File: src/rtl/uart_pkg.sv
// rtl/uart_pkg.sv - shared UART register map, bit positions and receiver FSM encoding
package uart_pkg;

   localparam logic [4:0] ADDR_CSR   = 5'h00;
   localparam logic [4:0] ADDR_DIV   = 5'h04;
   localparam logic [4:0] ADDR_FSTAT = 5'h08;
   localparam logic [4:0] ADDR_TX    = 5'h0c;
   localparam logic [4:0] ADDR_RX    = 5'h10;

   localparam int CSR_EN     = 0;
   localparam int CSR_RXIE   = 1;
   localparam int CSR_FLUSH  = 2;
   localparam int CSR_PAREN  = 3;
   localparam int CSR_PARODD = 4;

   localparam int FSTAT_EMPTY = 16;
   localparam int FSTAT_FULL  = 17;
   localparam int FSTAT_OVF   = 24;
   localparam int FSTAT_FERR  = 25;
   localparam int FSTAT_PERR  = 26;

   typedef enum logic [2:0] {
      ST_IDLE,
      ST_START,
      ST_DATA,
      ST_PARITY,
      ST_STOP
   } rx_state_e;

endpackage

File: src/rtl/uart_rx_fifo.sv
// rtl/uart_rx_fifo.sv - 8-bit synchronous receive FIFO with push, pop and flush
module uart_rx_fifo #(
   parameter int DEPTH = 8,
   parameter int AW    = $clog2(DEPTH)
) (
   input  logic          clk,
   input  logic          rst_n,
   input  logic          push,
   input  logic          pop,
   input  logic          flush,
   input  logic [7:0]    wdata,
   output logic [7:0]    rdata,
   output logic [AW:0]   level,
   output logic          full,
   output logic          empty
);

   logic [7:0]  mem [DEPTH];
   logic [AW:0] wr_ptr;
   logic [AW:0] rd_ptr;
   logic        do_push;
   logic        do_pop;

   // A full FIFO still accepts a push when the head leaves in the same cycle.
   assign do_push = push & (~full | pop) & ~flush;
   assign do_pop  = pop & ~empty & ~flush;

   always_ff @(posedge clk or negedge rst_n) begin
      if (!rst_n) begin
         wr_ptr <= '0;
         rd_ptr <= '0;
      end else if (flush) begin
         wr_ptr <= '0;
         rd_ptr <= '0;
      end else begin
         if (do_push) wr_ptr <= wr_ptr + (AW+1)'(1);
         if (do_pop)  rd_ptr <= rd_ptr + (AW+1)'(1);
      end
   end

   always_ff @(posedge clk) begin
      if (do_push) mem[wr_ptr[AW-1:0]] <= wdata;
   end

   assign level = wr_ptr - rd_ptr;
   assign full  = (level == (AW+1)'(DEPTH));
   assign empty = (wr_ptr == rd_ptr);
   assign rdata = mem[rd_ptr[AW-1:0]];

endmodule

File: src/rtl/uart_rx_apb.sv
// rtl/uart_rx_apb.sv - 8N1 UART receiver with APB3 register port
// Optional parity checking is enabled with the UART_RX_PARITY_EN macro.
module uart_rx_apb
   import uart_pkg::*;
#(
   parameter int FIFO_DEPTH = 8,
   parameter int DIV_W      = 16
) (
   input  logic        clk,
   input  logic        rst_n,
   input  logic        apbs_psel,
   input  logic        apbs_penable,
   input  logic        apbs_pwrite,
   input  logic [15:0] apbs_paddr,
   input  logic [31:0] apbs_pwdata,
   output logic [31:0] apbs_prdata,
   output logic        apbs_pready,
   output logic        apbs_pslverr,
   input  logic        rx,
   output logic        rts,
   output logic        irq,
   output logic        dreq
);

   localparam int LW = $clog2(FIFO_DEPTH) + 1;

   logic [4:0]       addr;
   logic             wr_en, rd_en;
   logic             csr_wr, div_wr, fstat_wr, pop_req, flush;
   logic             en_q, rxie_q;
   logic             paren_q, parodd_q;
   logic [DIV_W-1:0] div_q, div_m1;
   logic             div_small;
   logic             ovf_q, ferr_q, perr_q;
   logic             ovf_set, ferr_set, perr_set;
   logic             rx_meta, rx_sync, rx_prev, fall;
   rx_state_e        state_q, state_d;
   logic [DIV_W-1:0] cnt_q, cnt_d;
   logic [2:0]       bit_q, bit_d;
   logic [7:0]       shreg_q, shreg_d;
   logic             par_bad_q, par_bad_d;
   logic             sample, push_req;
   logic [7:0]       head;
   logic [LW-1:0]    level;
   logic             full, empty;
   logic             unused_bits;

   assign addr     = apbs_paddr[4:0] & 5'h1c;
   assign wr_en    = apbs_psel & apbs_penable & apbs_pwrite;
   assign rd_en    = apbs_psel & apbs_penable & ~apbs_pwrite;
   assign csr_wr   = wr_en & (addr == ADDR_CSR);
   assign div_wr   = wr_en & (addr == ADDR_DIV);
   assign fstat_wr = wr_en & (addr == ADDR_FSTAT);
   assign pop_req  = rd_en & (addr == ADDR_RX);
   assign flush    = csr_wr & apbs_pwdata[CSR_FLUSH];

   assign apbs_pready  = 1'b1;
   assign apbs_pslverr = 1'b0;
   assign unused_bits  = ^{apbs_paddr[15:5], apbs_pwdata};

   always_ff @(posedge clk or negedge rst_n) begin
      if (!rst_n) begin
         rx_meta <= 1'b1;
         rx_sync <= 1'b1;
         rx_prev <= 1'b1;
      end else begin
         rx_meta <= rx;
         rx_sync <= rx_meta;
         rx_prev <= rx_sync;
      end
   end

   assign fall      = rx_prev & ~rx_sync;
   assign div_m1    = div_q - DIV_W'(1);
   assign div_small = (div_q < DIV_W'(2));
   assign sample    = (cnt_q == '0);

   always_ff @(posedge clk or negedge rst_n) begin
      if (!rst_n) begin
         en_q   <= 1'b0;
         rxie_q <= 1'b0;
         div_q  <= DIV_W'(16);
      end else begin
         if (csr_wr) begin
            en_q   <= apbs_pwdata[CSR_EN];
            rxie_q <= apbs_pwdata[CSR_RXIE];
         end
         if (div_wr) div_q <= apbs_pwdata[DIV_W-1:0];
      end
   end

`ifdef UART_RX_PARITY_EN
   always_ff @(posedge clk or negedge rst_n) begin
      if (!rst_n) begin
         paren_q  <= 1'b0;
         parodd_q <= 1'b0;
         perr_q   <= 1'b0;
      end else begin
         if (csr_wr) begin
            paren_q  <= apbs_pwdata[CSR_PAREN];
            parodd_q <= apbs_pwdata[CSR_PARODD];
         end
         perr_q <= perr_set | (perr_q & ~(fstat_wr & apbs_pwdata[FSTAT_PERR]));
      end
   end
`else
   assign paren_q  = 1'b0;
   assign parodd_q = 1'b0;
   assign perr_q   = 1'b0;
`endif

   // A flag being set in the same cycle as its W1C keeps the set.
   always_ff @(posedge clk or negedge rst_n) begin
      if (!rst_n) begin
         ovf_q  <= 1'b0;
         ferr_q <= 1'b0;
      end else begin
         ovf_q  <= ovf_set  | (ovf_q  & ~(fstat_wr & apbs_pwdata[FSTAT_OVF]));
         ferr_q <= ferr_set | (ferr_q & ~(fstat_wr & apbs_pwdata[FSTAT_FERR]));
      end
   end

   always_ff @(posedge clk or negedge rst_n) begin
      if (!rst_n) begin
         state_q   <= ST_IDLE;
         cnt_q     <= '0;
         bit_q     <= '0;
         shreg_q   <= '0;
         par_bad_q <= 1'b0;
      end else begin
         state_q   <= state_d;
         cnt_q     <= cnt_d;
         bit_q     <= bit_d;
         shreg_q   <= shreg_d;
         par_bad_q <= par_bad_d;
      end
   end

   always_comb begin
      state_d   = state_q;
      cnt_d     = cnt_q;
      bit_d     = bit_q;
      shreg_d   = shreg_q;
      par_bad_d = par_bad_q;
      push_req  = 1'b0;
      ferr_set  = 1'b0;
`ifdef UART_RX_PARITY_EN
      perr_set  = 1'b0;
`endif
      // Disabling or an invalid divider abandons any frame in progress.
      if (!en_q || div_small) begin
         state_d = ST_IDLE;
      end else begin
         case (state_q)
            ST_IDLE: begin
               if (fall) begin
                  cnt_d   = div_q >> 1;
                  state_d = ST_START;
               end
            end
            ST_START: begin
               if (!sample) begin
                  cnt_d = cnt_q - DIV_W'(1);
               end else if (rx_sync) begin
                  state_d = ST_IDLE;
               end else begin
                  cnt_d     = div_m1;
                  bit_d     = 3'd0;
                  par_bad_d = 1'b0;
                  state_d   = ST_DATA;
               end
            end
            ST_DATA: begin
               if (!sample) begin
                  cnt_d = cnt_q - DIV_W'(1);
               end else begin
                  shreg_d = {rx_sync, shreg_q[7:1]};
                  cnt_d   = div_m1;
                  bit_d   = bit_q + 3'd1;
                  if (bit_q == 3'd7) state_d = paren_q ? ST_PARITY : ST_STOP;
               end
            end
`ifdef UART_RX_PARITY_EN
            ST_PARITY: begin
               if (!sample) begin
                  cnt_d = cnt_q - DIV_W'(1);
               end else begin
                  par_bad_d = ((^shreg_q) ^ rx_sync) != parodd_q;
                  perr_set  = par_bad_d;
                  cnt_d     = div_m1;
                  state_d   = ST_STOP;
               end
            end
`endif
            ST_STOP: begin
               if (!sample) begin
                  cnt_d = cnt_q - DIV_W'(1);
               end else begin
                  state_d = ST_IDLE;
                  if (!rx_sync)        ferr_set = 1'b1;
                  else if (!par_bad_q) push_req = 1'b1;
               end
            end
            default: state_d = ST_IDLE;
         endcase
      end
   end

`ifndef UART_RX_PARITY_EN
   assign perr_set = 1'b0;
`endif

   assign ovf_set = push_req & full & ~pop_req & ~flush;

   uart_rx_fifo #(
      .DEPTH (FIFO_DEPTH)
   ) u_fifo (
      .clk   (clk),
      .rst_n (rst_n),
      .push  (push_req),
      .pop   (pop_req),
      .flush (flush),
      .wdata (shreg_q),
      .rdata (head),
      .level (level),
      .full  (full),
      .empty (empty)
   );

   always_comb begin
      apbs_prdata = '0;
      case (addr)
         ADDR_CSR: begin
            apbs_prdata[CSR_EN]     = en_q;
            apbs_prdata[CSR_RXIE]   = rxie_q;
            apbs_prdata[CSR_PAREN]  = paren_q;
            apbs_prdata[CSR_PARODD] = parodd_q;
         end
         ADDR_DIV: apbs_prdata[DIV_W-1:0] = div_q;
         ADDR_FSTAT: begin
            apbs_prdata[7:0]         = 8'(level);
            apbs_prdata[FSTAT_EMPTY] = empty;
            apbs_prdata[FSTAT_FULL]  = full;
            apbs_prdata[FSTAT_OVF]   = ovf_q;
            apbs_prdata[FSTAT_FERR]  = ferr_q;
            apbs_prdata[FSTAT_PERR]  = perr_q;
         end
         ADDR_RX:  if (!empty) apbs_prdata[7:0] = head;
         ADDR_TX:  apbs_prdata = '0;
         default:  apbs_prdata = '0;
      endcase
   end

   assign irq  = rxie_q & (~empty | ovf_q | ferr_q | perr_q);
   assign rts  = ~en_q | full;
   assign dreq = ~empty;

endmodule

File: config.mk
export PLATFORM = sky130hd
export DESIGN_NAME = uart_rx_apb
export DESIGN_NICKNAME = d
export VERILOG_FILES = /design/src/rtl/uart_pkg.sv /design/src/rtl/uart_rx_fifo.sv /design/src/rtl/uart_rx_apb.sv
export SDC_FILE = /design/constraint.sdc
export NUM_CORES = 1
export LEC_CHECK = 0
export BUFFER_PORTS_ARGS = -buffer_cell sky130_fd_sc_hd__buf_2
export CAP_MARGIN = 30
export CORE_MARGIN = 5
export CORE_UTILIZATION = 29
export DETAILED_ROUTE_END_ITERATION = 16
export PLACE_DENSITY = 0.45
export SLEW_MARGIN = 20
export SYNTH_ARGS = -nofsm -noshare
export SYNTH_HDL_FRONTEND = slang
export SYNTH_SLANG_ARGS = --single-unit
export TNS_END_PERCENT = 1
File: constraint.sdc
create_clock -name clk -period 3.3 [get_ports clk]
set_clock_uncertainty 0.2 [all_clocks]
set_input_delay 0.495 -clock clk [delete_from_list [all_inputs] [get_ports clk]]
set_output_delay 0.495 -clock clk [all_outputs]
set_load 0.01 [all_outputs]
==> summary.md, run 1 <==
| Metric | Value |
|---|---|
| Total congestion overflow | 0 |
| Area post-placement | 0.00723 mm2 |
| CTS Buffer Depth | 2 |
| Sequential Power Share | 36.9% |
| Largest cells by area after synthesis | edfxtp_1 29%, dfrtp_1 22%, mux4_2 5.5%, mux2_2 4.3%, nand2_1 2.6% |
| Initial antenna violation count | 0 |
| TritonCTS Buffers | 17 |
| Vias per inst | 4.96 |
| Mean Syn Cell Area | 11.9 um2 |
| Port bufs | 49 |
| Setup ws final | between 100 and 150 ps |
| Global Route Usage Sum | roughly 14% |
| Post-layout util | about 36% |
| CP Class | reg2out |
| Die height | 160 um |
| HP Class | in2reg |
| TritonCTS clock tree | yes |
| Final Net Count | 690 |
| Non-Filler Instances | 919 |
| Post-synth top area cell | edfxtp_1 |
| Clock share of power | 36.1% |
| Clock Latency Late Sink | roughly 420 ps |
| Most frequent cell after synthesis | edfxtp_1 |
| FF+latch count, synth | 125 |
| Placed cells | 882 |
| Slew margin rel. | 40.8% |
| Starting Density | 29.7% |
| Final Cycle Share | between 90% and 100% |
| HPWL Detailed | 12800 um |
| RSZ-0062 raised after global routing | no |
| Final ANT Viol Nets | 0 |
| Top delay family on crit path | adder cells |
| Worst-path clk slew | 70 ps |
| Minimum clock period | 3170 ps |
| Sequential share of the synthesized area | 52.9% |
| Iteration-0 DRC Markers | around 340 |
| Share of the synthesized area in the top cell type | 29.5% |
| Sw frac | between 30% and 40% |
| Die ar. | 0.0256 mm2 |
| Critical path capture point type | primary output |
| CP max stage delay | 390 ps |
| Async S/R FF share, synth | 48.8% |
| CTS H-tree lvls | 4 |
| Pwr Density | 673 mW/mm2 |
| Cell Chain, Critical Path | inv_2 -> ha_1 -> inv_1 -> fa_1 -> xor2_1 -> nor3b_2 -> nand3_2 -> buf_4 -> nand2_1 -> buf_2 |
| Via count of the first global-routing pass | 4677 |
| Fmax | 315 MHz |
| Die Wd | around 160 um |
| Post-synth top cells | 64 x edfxtp_1, 57 x dfrtp_1, 46 x nand2_1 |
| Fillers | 2107 |
| Prevailing post-synth register cell | edfxtp_1 |
| Worst path arrival time | approximately 2500 ps |
| Sw Pwr | 1.84 mW |
| Yosys Warn Count | 0 |
| # DRC | 0 |
| Global-route wire length before repair | 27200 um |
| Worst setup SP type | register |
| Max VDD drop | 0.313 mV |
| Yosys cell types | 71 |
| Outcome | finished, final reports clean |
| Final hold violations | 0 |
| Routed WL | 17500 um |
| GP Congestion | between 0.8 and 0.9 |
| Pre-antenna DRT Iters | 4 |
| Number of synthesized flops with an enable pin | 64 |
| Fraction of layout cells with a size suffix above 1 | 30.7% |
| Place WS | 35.8 ps |
| Via count | 4557 |
| Root Driver | clkbuf_16 |
| Critical-path top delay cell | dfrtp_1 |
| Buf/Inv on CP | 4 |
| Crit path max fanout | 3 |
| Pleak | 3.12 nW |
| Syn Inst Count | 548 |
| Final Instance Area | 0.00794 mm2 |
| Pin count of the biggest net entering global routing | 55 |
| Core ar. | 0.0220 mm2 |
| Layout area overhead | 21.6% |
| Synthesized cell area | 0.00653 mm2 |
| WL/cell | 19.1 um |
| Pint | 3.50 mW |
| Site row count | 54 |
| Final Slew Violations | 0 |
| Measured slew at the worst slew-check pin | a little under 900 ps |
| Worst Path Required | 2600 ps |
| Antenna diode instance count | 0 |
| CTS Sinks | 125 |
| Final setup fails | 0 |
| Combinational fraction of design power | 27.0% |
| IO Pins | 91 |
| Setup TNS | 0 ps |
| Max Cap Violations | 0 |
repair_timing:
item                                    4_1_cts  5_1_grt
pin swaps                                     1        3
hold endpoints to repair                      8        0
hold buffers                                  2        0
gates resized for setup                       0       11
endpoints found under the setup margin        1       66
buffers inserted                              2        0
layout make-up:
cell class                      count  area [um2]  area share (%)
Clock buffer                       17         425            5.36
Sequential cell                   125        3450            43.5
Clock inverter                     15         201            2.54
Inverter                           15        56.3           0.710
Tap cell                          280         350            4.42
Multi-Input combinational cell    381        2920            36.8
Timing Repair Buffer               86         528            6.65
kinds of logic after synthesis:
kind of cell / count (synthesis) / synth area share [%]
simple gates: 184 / 15.4
mux: 58 / 12.5
other cells: 2 / 0.115
fa+ha+maj: 11 / 2.19
xor+xnor: 18 / 2.42
buf+inv: 54 / 4.12
compound gates: 96 / 10.4
flops: 125 / 52.9
through the flow:
step                      hold WS (ps)  total power, mW
after floorplan                 -0.591             2.92
after global placement             140             3.37
after detailed placement           146             3.38
after CTS                         85.8             5.36
after global routing              95.3             5.63
final                              107             5.34
worst paths after layout:
| path | from | end | slack [ps] | cells after the start |
|---|---|---|---|---|
| min reg2reg | rx_meta | rx_sync | 160 | 0 |
| min in group asynchronous | rst_n | div_q[8] | 250 | 2 |
| max reg2reg | cnt_q[1] | u_fifo.mem[6][6] | 200 | 9 |
| max in group asynchronous | rst_n | u_fifo.wr_ptr[1] | 1630 | 3 |
| min | apbs_pwdata[12] | div_q[12] | 110 | 2 |
| max | u_fifo.wr_ptr[0] | rts | 130 | 10 |
layout by cell type, fill, tap and decap left out, drive strengths merged, types with 5 or more instances in the layout:
| master | instances |
|---|---|
| buf | 84 |
| edfxtp | 64 |
| dfrtp | 57 |
| nand2 | 47 |
| nor2 | 35 |
| o21ai | 31 |
| mux2 | 26 |
| inv | 22 |
| nor3 | 19 |
| clkbuf | 17 |
| mux4 | 16 |
| mux2i | 16 |
| and2 | 15 |
| conb | 14 |
| nand2b | 11 |
| nor4 | 10 |
| xor2 | 9 |
| a31oi | 9 |
| xnor2 | 9 |
| a21oi | 9 |
| ha | 9 |
| nand3 | 9 |
| a22oi | 7 |
| a22o | 6 |
| nand4 | 6 |
| or3 | 6 |
| clkinv | 6 |
| o211ai | 5 |
| and3 | 5 |
state kept, by name, indices dropped and copies added (netlist names), 3 cells and up:
signal and count:
bit_q 3, cnt_q 16, div_q 16, shreg_q 8, state_q 3, u_fifo.mem 64, u_fifo.rd_ptr 4, u_fifo.wr_ptr 4
per-layer routing:
metal / global-route usage, % / vias up / wire, um
li1: - / 2178 / -
met1: 18.3 / 2255 / 8130
met2: 22.2 / 106 / 8300
met3: 3.45 / 18 / 744
met4: 4.65 / 0 / 335
met5: 0 / - / 0
power groups by stage:
| stage | logic [mW] | registers [mW] | clock network (mW) |
|---|---|---|---|
| global route | 1.58 | 2.00 | 2.05 |
| detailed placement | 1.38 | 2.00 | 0 |
| global placement | 1.37 | 2.00 | 0 |
| CTS | 1.40 | 1.97 | 1.98 |
| floorplan | 0.980 | 1.94 | 0 |
| finish | 1.44 | 1.97 | 1.93 |
worst reg2reg max path, stage by stage (launching register included):
cell and delay (ps):
dfrtp_1 390, inv_1 60, ha_2 200, or4b_4 480, or3_4 420, nor3_4 170, and3_4 240, o21ai_2 100
nor4_2 310, buf_4 230
No activity file was read; power rests on OpenSTA's default activity.
==> run 2: changes to the inputs <==
SYNTH_HIERARCHICAL = 1   (was default)
==> summary.md, run 2 <==
| Metric | Value |
|---|---|
| Worst setup SP type | register |
| Most common cell after layout, fill and taps aside | buf_4 |
| Die height | 160 um |
| Root Driver | clkbuf_16 |
| # DRC | 0 |
| Sequential Power Share | 34.9% |
| Sequential share of the synthesized area | 52.8% |
| Sw Pwr | about 1.9 mW |
| Yosys Warn Count | 6 |
| Antenna diode instance count | 0 |
| Worst path arrival time | 2430 ps |
| Sw frac | a little over a third |
| IO Pins | 91 |
| RSZ-0062 raised after global routing | no |
| Most frequent cell after synthesis | edfxtp_1 |
| TritonCTS clock tree | yes |
| Post-synth top area cell | edfxtp_1 |
| Global-route wire length before repair | 27700 um |
| CP Class | reg2out |
| FF+latch count, synth | 125 |
| Most frequent cells in the layout | 68 x buf_4, 64 x edfxtp_1, 63 x nand2_1 |
| Top delay family on crit path | simple AND/OR/NAND/NOR gates |
| Pint | 3.53 mW |
| Critical-path top delay cell | nor2_1 |
| TritonCTS Buffers | 17 |
| Share of the synthesized area in the top cell type | 29.4% |
| Minimum clock period | 3130 ps |
| Final ANT Viol Nets | 0 |
| WL/cell | about 18 um |
| Post-CTS Setup Inserts | 0 |
| Number of synthesized flops with an enable pin | 64 |
| Final Instance Area | ~0.0081 mm2 |
| Yosys cell types | 74 |
| Area post-placement | 0.00748 mm2 |
| Measured slew at the worst slew-check pin | approximately 750 ps |
| Buf/Inv on CP | 2 |
| Placed cells | 935 |
| Total power | 5.42 mW |
| Combinational fraction of design power | 30.9% |
| Initial antenna violation count | 0 |
| Post-synth top cells | 64 x edfxtp_1, 63 x nand2_1, 57 x dfrtp_1 |
| Final Cycle Share | a little over nine tenths |
| Routed WL | 17500 um |
| Core ar. | 0.0224 mm2 |
| Clock Latency Late Sink | 420 ps |
| Fraction of layout cells with a size suffix above 1 | 31.4% |
| Final hold violations | 0 |
| Syn Inst Count | 563 |
| Global Route Usage Sum | 13.8% |
| Async S/R FF share, synth | 48.8% |
| Max VDD drop | slightly above 0.3 mV |
| HPWL Detailed | 12600 um |
| Total congestion overflow | 0 |
| Synthesized cell area | 0.00654 mm2 |
| Worst Path Required | 2600 ps |
| HP Class | in2reg |
| Max Cap Violations | 0 |
| Fmax | 320 MHz |
| Pin count of the biggest net entering global routing | 35 |
| Crit path top cell by count | nor2_1 |
| CTS Sinks | 125 |
| Clock share of power | 34.1% |
| Via count | 4880 |
| Outcome | finished, final reports clean |
| Pwr Density | 667 mW/mm2 |
| CP max stage delay | 560 ps |
| Site row count | 55 |
| Die ar. | 0.0257 mm2 |
| CTS Buffer Depth | 2 |
| Non-Filler Instances | 970 |
| Worst-path clk slew | 70 ps |
| Final Slew Violations | 0 |
| Pre-antenna DRT Iters | 5 |
| Fillers | 2238 |
| Pleak | 3.33 nW |
| Iteration-0 DRC Markers | 285 |
| Setup TNS | 0 ps |
| Die Wd | 160 um |
| Cell Chain, Critical Path | ha_1 -> nand3_1 -> nor2_1 -> nor2_1 -> a222oi_1 -> inv_1 -> buf_2 |
| Final Net Count | roughly 740 |
| Via count of the first global-routing pass | 4987 |
| Critical path capture point type | primary output |
| Port bufs | 49 |
| Crit path max fanout | 8 |
| Largest cells by area after synthesis | edfxtp_1 29%, dfrtp_1 22%, mux4_2 5.5%, mux2_2 3.6%, nand2_1 3.6% |
| Starting Density | 29.2% |
| Mean Syn Cell Area | 11.6 um2 |
| Vias per inst | 5.03 |
| Slew margin rel. | about 50% |
| Largest register FFs | 64 |
| Hold Slack | 113 ps |
| GP Congestion | 0.823 |
| CTS H-tree lvls | 4 |
| Prevailing post-synth register cell | edfxtp_1 |
| Final setup fails | 0 |
| Layout area overhead | 24.1% |
==> run 2: cell count changes in the layout (fill, tap and decap cells not counted), sizes merged, moves of 4 or more <==
cell and change:
a21oi +14, o21ai +4, nand2b -4, mux2i -11
buf +35, a22oi -5, a211oi +4, nor4 +6
or4 +6, xnor2 +8, nand2 +16, a31oi -7
==> run 2: area by class of cell <==
cell class	count	area (um2)	share of cell area, %
clock buffers	17	425	5.24
clock inverters	15	170	2.10
inverters	17	63.8	0.786
multi-input cells	390	2840	35.0
flip-flops and latches	125	3450	42.5
well taps	285	357	4.39
repair buffers	121	807	9.94
==> run 2: cell families after synthesis <==
logic type	count (synthesis)	synth area share, %
multiplexers	46	10.6
AND/OR/NAND/NOR	196	16.1
flip-flops	125	52.8
XOR/XNOR	25	3.35
adder cells (fa/ha/maj)	10	2.03
AO/OA/AOI/OAI	99	10.0
buffers and inverters	60	5.01
other	2	0.115
==> run 2: timing repair <==
item	CTS	global route
hold endpoints to repair	25	0
hold buffers	2	0
gates resized for setup	0	4
setup endpoints to repair	0	25
==> run 2: routing by layer <==
layer  routed length [um]  part of all wire, %  vias to the layer above  track usage, %
met3                  546                  3.1                       24            2.61
li1                     -                    -                     2284               -
met4                  344                  2.0                        0            4.85
met1                 7560                   43                     2453            16.6
met2                 9090                   52                      119            24.7
met5                    0                    0                        -               0
==> run 2: path summary, 6_finish.rpt <==
check                                   endpoint  cells past startpoint  slack, ps        startpoint
worst max-delay path              apbs_prdata[2]                      7        170  u_fifo/wr_ptr[2]
worst min-delay path                   div_q[11]                      2        110   apbs_pwdata[11]
worst max register to register  u_fifo/mem[0][3]                     10        280  u_fifo/wr_ptr[0]
worst min register to register           rx_sync                      0        160           rx_meta
max in group asynchronous                rx_prev                      3       1690             rst_n
min in group asynchronous              cnt_q[15]                      2        470             rst_n
==> run 2: power by group through the flow <==
| stage | Clock [mW] | Combinational (mW) | Sequential, mW |
|---|---|---|---|
| after floorplan | 0 | 0.971 | 1.95 |
| after global placement | 0 | 1.65 | 1.92 |
| after detailed placement | 0 | 1.67 | 1.92 |
| after CTS | 1.90 | 1.68 | 1.89 |
| after global routing | 1.96 | 1.85 | 1.92 |
| final | 1.85 | 1.68 | 1.89 |
==> run 2: through the flow <==
stage	utilization [%]	worst slack [ps]
floorplan	-	-193
global placement	33.3	-140
detailed placement	33.3	121
CTS	36.1	20.1
global route	36.2	22.2
finish	36.2	171
==> run 3: changes to the inputs <==
clock period = 2.5 ns   (was 3.3 ns; I/O delays follow)
==> summary.md, run 3 (synthesized netlist as in run 2, its figures left out) <==
| Metric | Value |
|---|---|
| Hold Slack | about 25 ps |
| Port bufs | between 40 and 50 |
| Max Cap Violations | 0 |
| Fraction of layout cells with a size suffix above 1 | 41.9% |
| Outcome | finished, violations left |
| Worst path arrival time | 2350 ps |
| Most frequent cells in the layout | 103 x buf_4, 64 x edfxtp_1, 58 x nand2_1 |
| TritonCTS clock tree | yes |
| Core ar. | 0.0224 mm2 |
| Final ANT Viol Nets | 0 |
| Clock Latency Late Sink | 420 ps |
| Final Slew Violations | 0 |
| Most common cell after layout, fill and taps aside | buf_4 |
| TritonCTS Buffers | 17 |
| Worst setup SP type | register |
| Slew margin rel. | between 40% and 50% |
| Root Driver | clkbuf_16 |
| Worst Path Required | 1920 ps |
| HP Class | in2reg |
| Via count | 5068 |
| Antenna diode instance count | 0 |
| Fillers | roughly 2200 |
| Area post-placement | slightly below 0.008 mm2 |
| Minimum clock period | between 2000 and 3000 ps |
| Hold Path Stages | 2 |
| Setup ws final | -421 ps |
| # DRC | 0 |
| Failing checks | setup timing |
| Max VDD drop | 0.485 mV |
| WL/cell | between 15 and 20 um |
| IO Pins | 91 |
| Critical path capture point type | primary output |
| Total power | 7.82 mW |
| CTS Sinks | 125 |
| HPWL Detailed | between 10000 and 15000 um |
| Pleak | 3.70 nW |
| Global-route wire length before repair | 29600 um |
| Vias per inst | 4.90 |
| Total congestion overflow | 0 |
| Site row count | 55 |
| Final setup fails | 88 |
| CTS Buffer Depth | 2 |
| Measured slew at the worst slew-check pin | 787 ps |
| Sequential standard cell area | 0.00346 mm2 |
| Pin count of the biggest net entering global routing | just over 60 |
| Via count of the first global-routing pass | 5388 |
| Worst-path clk slew | 60 ps |
| Pwr Density | approximately 860 mW/mm2 |
| Final Instance Area | 0.00906 mm2 |
| Largest register FFs | 64 |
| Die ar. | 0.0257 mm2 |
| Final hold violations | 0 |
| GP Congestion | 0.837 |
| Pre-antenna DRT Iters | 6 |
| Die height | 160 um |
| CP Class | reg2out |
| Die Wd | 160 um |
| Layout area overhead | 38.6% |
| Starting Density | 29.2% |
| Fmax | 342 MHz |
| Iteration-0 DRC Markers | 312 |
| RSZ-0062 raised after global routing | yes |
| Reg2reg path depth | 10 |
| Routed WL | 18100 um |
| Final Cycle Share | 117% |
| Multi-input gate area | 0.00315 mm2 |
| Initial antenna violation count | 0 |
| Global Route Usage Sum | approximately 15% |
| Final Net Count | 801 |
| Crit path max fanout | 3 |
| CTS H-tree lvls | 4 |
==> run 3: critical path, stage by stage (launching register included) <==
cell and delay [ps]:
dfrtp_2 440, ha_4 170, inv_2 50, fa_2 440, nand2b_4 170, nor4_4 280
buf_4 160, and2_4 130, buf_6 90
==> run 3: final timing paths <==
kind	end	start	slack, ps
worst max register to register	u_fifo/wr_ptr[1]	u_fifo/rd_ptr[0]	-290
worst min register to register	rx_sync	rx_meta	160
worst max-delay path	apbs_prdata[17]	u_fifo/rd_ptr[0]	-420
worst min-delay path	div_q[2]	apbs_pwdata[2]	30
min in group asynchronous	div_q[13]	rst_n	300
max in group asynchronous	rx_meta	rst_n	1450
==> run 3: report_power, final <==
group          internal [mW]  total (mW)  switching [mW]  leakage (nW)
Sequential              2.35        2.50           0.154          1.38
Clock                   1.32        2.37            1.05         0.279
Combinational           1.46        2.94            1.48          2.04
==> run 3: cell type report <==
type | instances | share of cell area (%)
clock buffer | 17 | 4.69
clock inverter | 15 | 1.60
inverter | 17 | 0.704
multi-input combinational | 390 | 34.8
sequential | 125 | 38.1
tap | 285 | 3.93
timing repair buffer | 186 | 16.2
==> run 3: timing repair <==
item	in CTS	in global routing
pin swaps	20	16
gates cloned	0	0
hold endpoints to repair	73	0
hold buffers	16	0
resized for setup	46	33
endpoints found under the setup margin	105	106
setup buffers	10	1
==> run 3: per-stage QoR <==
stage / setup slack (ps) / utilization [%] / setup TNS (ps) / cells
after floorplan: -355 / - / -18690 / 575
final: -421 / 40.4 / -19570 / 1035
after global routing: -498 / 40.4 / -26590 / 1035
after global placement: -633 / 35.3 / -38190 / 976
after CTS: -447 / 39.7 / -23370 / 1034
after detailed placement: -646 / 35.3 / -39770 / 976
==> run 3: per-layer routing <==
layer  up-vias  global-route usage, %  routed length [um]
li1       2415                      -                   -
met1      2533                   17.5                7590
met2        97                   26.4                9690
met3        23                   2.74                 523
met4         0                   4.97                 331
met5         -                      0                   0
